`src/rtl/mem_bus_arbiter_pkg.sv`:
```
// Shared types and bus-width defaults for the cache-to-memory bus arbiter.
package mem_bus_arbiter_pkg;

    localparam int CacheMemAddrBus = 32;
    localparam int CacheMemDataBus = 128;
    localparam int CacheMemByteBus = CacheMemDataBus / 8;

    typedef enum logic [1:0] {
        IDLE   = 2'd0,
        CMD    = 2'd1,
        RDWAIT = 2'd2
    } arb_state_e;

    function automatic int idx_width(input int n);
        return (n > 1) ? $clog2(n) : 1;
    endfunction

endpackage

```
`src/rtl/arb_rr_pick.sv`:
```
// Combinational winner select: round-robin from ptr, or fixed lowest-index priority.
module arb_rr_pick #(
    parameter int N     = 2,
    parameter int IDX_W = 1
) (
    input  logic [N-1:0]     req,
    input  logic [IDX_W-1:0] ptr,
    input  logic             mode,
    output logic [N-1:0]     grant,
    output logic [IDX_W-1:0] idx
);

    int start;
    assign start = mode ? int'(ptr) : 0;

    function automatic int wrap(input int v);
        return v % N;
    endfunction

    // Scan from the far end so the requester closest to start is written last.
    always_comb begin
        grant = '0;
        idx   = '0;
        for (int off = N - 1; off >= 0; off--) begin
            if ((req & (N'(1) << wrap(start + off))) != '0) begin
                grant = N'(1) << wrap(start + off);
                idx   = IDX_W'(wrap(start + off));
            end
        end
    end

endmodule

```
`src/rtl/mem_bus_arbiter.sv`:
```
// N-master to 1-slave memory bus arbiter, one transaction in flight, with a
// read-response watchdog.
module mem_bus_arbiter
    import mem_bus_arbiter_pkg::*;
#(
    parameter int NUM_MASTERS = 2,
    parameter int ADDR_W      = CacheMemAddrBus,
    parameter int DATA_W      = CacheMemDataBus,
    parameter int BE_W        = DATA_W / 8,
    parameter int RR_MODE     = 1,
    parameter int TIMEOUT     = 1023
) (
    input  logic                          clk,
    input  logic                          rst,
    input  logic [NUM_MASTERS*ADDR_W-1:0] m_addr,
    input  logic [NUM_MASTERS*BE_W-1:0]   m_byte_en,
    input  logic [NUM_MASTERS*DATA_W-1:0] m_writedata,
    input  logic [NUM_MASTERS-1:0]        m_read,
    input  logic [NUM_MASTERS-1:0]        m_write,
    output logic [DATA_W-1:0]             m_readdata,
    output logic [NUM_MASTERS-1:0]        m_readdata_valid,
    output logic [NUM_MASTERS-1:0]        m_waitrequest,
    output logic [ADDR_W-1:0]             s_addr,
    output logic [BE_W-1:0]               s_byte_en,
    output logic [DATA_W-1:0]             s_writedata,
    output logic                          s_read,
    output logic                          s_write,
    input  logic [DATA_W-1:0]             s_readdata,
    input  logic                          s_readdata_valid,
    input  logic                          s_waitrequest,
    output logic [NUM_MASTERS-1:0]        grant_o,
    output logic                          err_o
);

    localparam int IDX_W = idx_width(NUM_MASTERS);
    localparam int CNT_W = (TIMEOUT > 0) ? $clog2(TIMEOUT + 1) : 1;

    arb_state_e             state;
    logic [IDX_W-1:0]       gidx, rr_ptr, pick_idx, next_ptr;
    logic [NUM_MASTERS-1:0] req, pick_grant;
    logic [CNT_W-1:0]       cnt;
    logic g_read, g_write, in_cmd, accept, rd_accept, wr_accept;
    logic rd_done_now, rd_done, timeout_hit, spurious, conflict;

    assign req = m_read | m_write;

    arb_rr_pick #(.N(NUM_MASTERS), .IDX_W(IDX_W)) u_pick (
        .req   (req),
        .ptr   (rr_ptr),
        .mode  (RR_MODE != 0),
        .grant (pick_grant),
        .idx   (pick_idx)
    );

    assign g_read  = m_read[gidx];
    assign g_write = m_write[gidx];
    assign in_cmd  = (state == CMD);

    // A master raising both strobes gets its write forwarded; the read is dropped.
    assign s_write     = in_cmd & g_write;
    assign s_read      = in_cmd & g_read & ~g_write;
    assign s_addr      = in_cmd ? m_addr[gidx*ADDR_W +: ADDR_W] : '0;
    assign s_byte_en   = in_cmd ? m_byte_en[gidx*BE_W +: BE_W] : '0;
    assign s_writedata = in_cmd ? m_writedata[gidx*DATA_W +: DATA_W] : '0;

    assign accept      = in_cmd & ~s_waitrequest & (g_read | g_write);
    assign rd_accept   = accept & s_read;
    assign wr_accept   = accept & s_write;
    assign rd_done_now = rd_accept & s_readdata_valid;
    assign rd_done     = ((state == RDWAIT) & s_readdata_valid) | rd_done_now;
    assign timeout_hit = (TIMEOUT != 0) && (state == RDWAIT) && !s_readdata_valid &&
                         (cnt == CNT_W'(TIMEOUT - 1));
    assign spurious    = s_readdata_valid & ((state == IDLE) | (in_cmd & ~rd_accept));
    assign conflict    = wr_accept & g_read;

    assign err_o            = spurious | timeout_hit | conflict;
    assign m_readdata       = timeout_hit ? '0 : s_readdata;
    assign m_readdata_valid = grant_o & {NUM_MASTERS{rd_done | timeout_hit}};
    assign m_waitrequest    = in_cmd ? ~(grant_o & {NUM_MASTERS{~s_waitrequest}}) : '1;

    assign next_ptr = (gidx == IDX_W'(NUM_MASTERS - 1)) ? '0 : gidx + 1'b1;

    always_ff @(posedge clk) begin
        if (rst) begin
            state   <= IDLE;
            rr_ptr  <= '0;
            gidx    <= '0;
            grant_o <= '0;
            cnt     <= '0;
        end else begin
            case (state)
                IDLE: begin
                    if (|req) begin
                        grant_o <= pick_grant;
                        gidx    <= pick_idx;
                        state   <= CMD;
                    end
                end
                CMD: begin
                    if (!(g_read | g_write)) begin
                        grant_o <= '0;
                        state   <= IDLE;
                    end else if (wr_accept || rd_done_now) begin
                        grant_o <= '0;
                        rr_ptr  <= next_ptr;
                        state   <= IDLE;
                    end else if (rd_accept) begin
                        cnt   <= '0;
                        state <= RDWAIT;
                    end
                end
                RDWAIT: begin
                    if (cnt != CNT_W'(TIMEOUT)) cnt <= cnt + 1'b1;
                    if (rd_done || timeout_hit) begin
                        grant_o <= '0;
                        rr_ptr  <= next_ptr;
                        state   <= IDLE;
                    end
                end
                default: state <= IDLE;
            endcase
        end
    end

endmodule

```
`config.mk`:
```
export PLATFORM = sky130hd
export DESIGN_NAME = mem_bus_arbiter
export DESIGN_NICKNAME = d
export VERILOG_FILES = /design/src/rtl/mem_bus_arbiter_pkg.sv /design/src/rtl/arb_rr_pick.sv /design/src/rtl/mem_bus_arbiter.sv
export SDC_FILE = /design/constraint.sdc
export NUM_CORES = 1
export LEC_CHECK = 0
export ABC_CLOCK_PERIOD_IN_PS = 4500
export CELL_PAD_IN_SITES_DETAIL_PLACEMENT = 0
export CELL_PAD_IN_SITES_GLOBAL_PLACEMENT = 1
export CORE_AREA = 8 8 306 308
export CTS_BUF_LIST = sky130_fd_sc_hd__clkbuf_4 sky130_fd_sc_hd__clkbuf_8 sky130_fd_sc_hd__clkbuf_16
export DETAILED_ROUTE_END_ITERATION = 7
export DIE_AREA = 0 0 314 316
export GPL_ROUTABILITY_DRIVEN = 0
export HOLD_SLACK_MARGIN = 0.05
export PLACE_DENSITY = 0.38
export SYNTH_ARGS = -nofsm -noshare
export SYNTH_HDL_FRONTEND = slang
export SYNTH_HIERARCHICAL = 1
export SYNTH_SLANG_ARGS = --single-unit
```
`constraint.sdc`:
```
create_clock -name clk -period 4.5 [get_ports clk]
set_clock_uncertainty 0.15 [all_clocks]
set_input_delay 0.45 -clock clk [delete_from_list [all_inputs] [get_ports clk]]
set_output_delay 0.45 -clock clk [all_outputs]
set_load 0.02 [all_outputs]
```
==> results.toml <==
[sta]
worst_pin_slew_ns = 0.848
max_freq_mhz = 277
grt_setup_unrepaired = "false"
setup_viol = 0
tns_ns = 0
slew_headroom_pct = 43.3
post-route-min-period_ns = 3.61
slew_violations = 0
hold_violations = 0
post-route-period-util_pct = 80.3

[logic_synthesis]
ys_warn_count = 6
synth_top_flop_cell = "dfxtp_1"
async_reset_ff_share_pct = 0
synth_edf_count = 0
netlist_instances = 674
ys_types = 50
ys_ff_latch = 16
syn_avg_cell_area_sq_um = 7.54
netlist_area_sq_um = 5080
seq_area_frac_synth_pct = 6.30

[final_layout]
final_nets = 1924
design_area_sq_um = 14600
drive_above_1_share_pct = 2.17
fillers = 10083
syn_to_final_growth_pct = 187

[power]
worst_ir_drop_vdd_v = 0.000142
power_density_nw_per_um2 = 140
intPower_uw = 1190
pwr-share-comb_pct = 82.3
power_frac_clock_pct = 9.9
switching_share_pct = 41.9
p_switching_uw = 856
pwr-share-seq_pct = 7.8
power_leakage_uw = 0.00471

[die]
die_h_um = 316
io_pins = 801
start_util_pct = 5.71
dieArea_sq_um = 99200
die_width_um = 314
core_sq_um = 89000
placementRows = 110

[cts]
clock-sinks = 16
cts_resized = 0
cts_hold_repair.buffers = 0
cts-root-buf = "clkbuf_16"
clk_latency_ns = 0.25
h-tree-depth = 1
numCtsBuffers = 3
cts_setup_buffers = 0
cts_tree = "yes"
path_clk_slew_ns = 0.06
cts_buffer_depth = 2

[critical_path]
crit_path_top_delay_cell = "clkdlybuf4s50_1"
cpPeakStageDelay_ns = 0.65
crit_fanout = 102
cp_top_family = "buffers and inverters"
worst_ep_arrival_time_ns = 3.01
critPathLaunchType = "flip-flop"
endpoint_kind = "primary output"
worst-path-buf-inv = 4
required_ns = 3.90
crit_chain = "inv_1 > ha_1 > buf_4 > nand4_1 > nor3_2 > buf_12 > nor2b_1 > clkdlybuf4s50_1"
crit_type = "flip-flop to primary output"

[placed_design]
place_area_sq_um = 14400
hpwl_mm = 65.4
port_buffers = 800

[worst_hold_path]
hp-class = "flip-flop to flip-flop"

[outcome]
outcome = "finished, final reports clean"

[flow_run]
maxCapViolations = 0

[routing]
drt_iter0_drc = 313
via_count = 8144
vias_per_cell = 3.11
avgRoutedWirePerCell_um = 27.0
wl_mm = 70.6
ant_nets = 0
post-route-drc-count = 0
firstDrtPassIters = 4

[global_routing]
grt_util_met3_pct = 4.98
grt_usage_pct = 13.2
grt_util_met2_pct = 24.0
grt_pass1_wl_mm = 90.2
grt_pass1_vias = 8881
grtUsageMet1_pct = 15.3
antenna_found_initial = 43
grt_start_max_net_pins = 135
busiest_layer = "met2"
grt_overflow = 0
synthesized netlist by cell type (all sizes together) (5+ instances only):
| master | count | area share [%] |
|---|---|---|
| nor2b | 306 | 38 |
| mux2i | 181 | 36 |
| clkbuf | 36 | 2.7 |
| buf | 22 | 2.3 |
| dfxtp | 16 | 6.3 |
| inv | 12 | 0.89 |
| nand2 | 11 | 0.86 |
| a21boi | 7 | 1.0 |
| nor3 | 7 | 0.79 |
| ha | 6 | 1.5 |
| nor2 | 6 | 0.44 |
| or3 | 5 | 0.62 |
worst reg2reg max path, stage by stage (launching register included):
cell,delay [ns]
dfxtp_1,0.36
inv_1,0.11
ha_1,0.15
buf_4,0.18
nand4_1,0.24
o31ai_2,0.48
o211a_1,0.32
a21boi_0,0.11
o21ba_2,0.21
cell usage in the layout (no fill, tap or decap), drive strengths merged, types with 3 or more instances in the layout:
cell / count
clkdlybuf4s50: 800
nor2b: 306
mux2i: 181
dfxtp: 16
diode: 14
inv: 12
nand2: 11
buf: 8
a21boi: 7
nor3: 7
nor2: 6
ha: 6
or3: 5
nand3: 4
o21ai: 4
and2: 4
o32ai: 4
a21oi: 4
clkbuf: 4
nand2b: 3
a31oi: 3
o21ba: 3
through the flow:
stage | hold slack [ns] | std cells | utilization [%] | power [uW] | worst slack [ns]
2_1_floorplan | 0.313 | 675 | - | 791 | 2.09
3_3_place_gp | 0.327 | 2601 | 16.2 | 1890 | 1.08
3_5_place_dp | 0.335 | 2601 | 16.2 | 1890 | 0.961
4_1_cts | 0.344 | 2605 | 16.3 | 2100 | 0.861
5_1_grt | 0.381 | 2606 | 16.3 | 2160 | 0.657
6_report | 0.343 | 2619 | 16.4 | 2040 | 0.886
final cells by class:
| type | instances | area, sq um | share of cell area (%) |
|---|---|---|---|
| tap | 1176 | 1470 | 10.1 |
| antenna | 14 | 35.0 | 0.240 |
| timing repair buffer | 808 | 8120 | 55.7 |
| sequential | 16 | 324 | 2.22 |
| multi-input combinational | 589 | 4490 | 30.8 |
| clock buffer | 4 | 88.8 | 0.610 |
| inverter | 12 | 45.0 | 0.309 |
per-layer routing:
metal / vias up / part of all wire [%]
met2: 485 / 50
met5: - / 0.17
met1: 3800 / 39
met3: 62 / 9.3
li1: 3779 / -
met4: 18 / 0.91
sequential cells by signal, indices dropped and copies added, names as in the netlist:
signal	cells
gidx	1
rr_ptr	1
state	2
cnt	10
grant_o	2
power by group through the flow:
stage               logic, uW  registers [uW]  clock network, uW
floorplan                 638             153                  0
global placement         1730             161                  0
detailed placement       1730             162                  0
CTS                      1730             159                207
global route             1790             160                216
finish                   1680             158                202
logic make-up (layout without fill, tap and decap cells):
family | Yosys count | after routing | share of synthesized area, %
buffers and inverters | 70 | 824 | 5.86
adders and majority gates | 6 | 6 | 1.48
and+or+nand+nor | 358 | 358 | 43.6
DFF | 16 | 16 | 6.30
other | 1 | 16 | 0.0737
AOI/OAI and AO/OA | 38 | 38 | 6.30
xor gates and xnor gates | 2 | 2 | 0.345
muxes | 183 | 183 | 36.1
final timing paths:
check	from	endpoint	slack, ns	cells past startpoint
worst max-delay path	state[0]	m_readdata[125]	0.89	8
worst min-delay path	cnt[9]	cnt[9]	0.34	2
worst max register to register	state[0]	grant_o[1]	2.08	8
worst min register to register	cnt[9]	cnt[9]	0.34	2
Power figures use the tool's default switching activity.
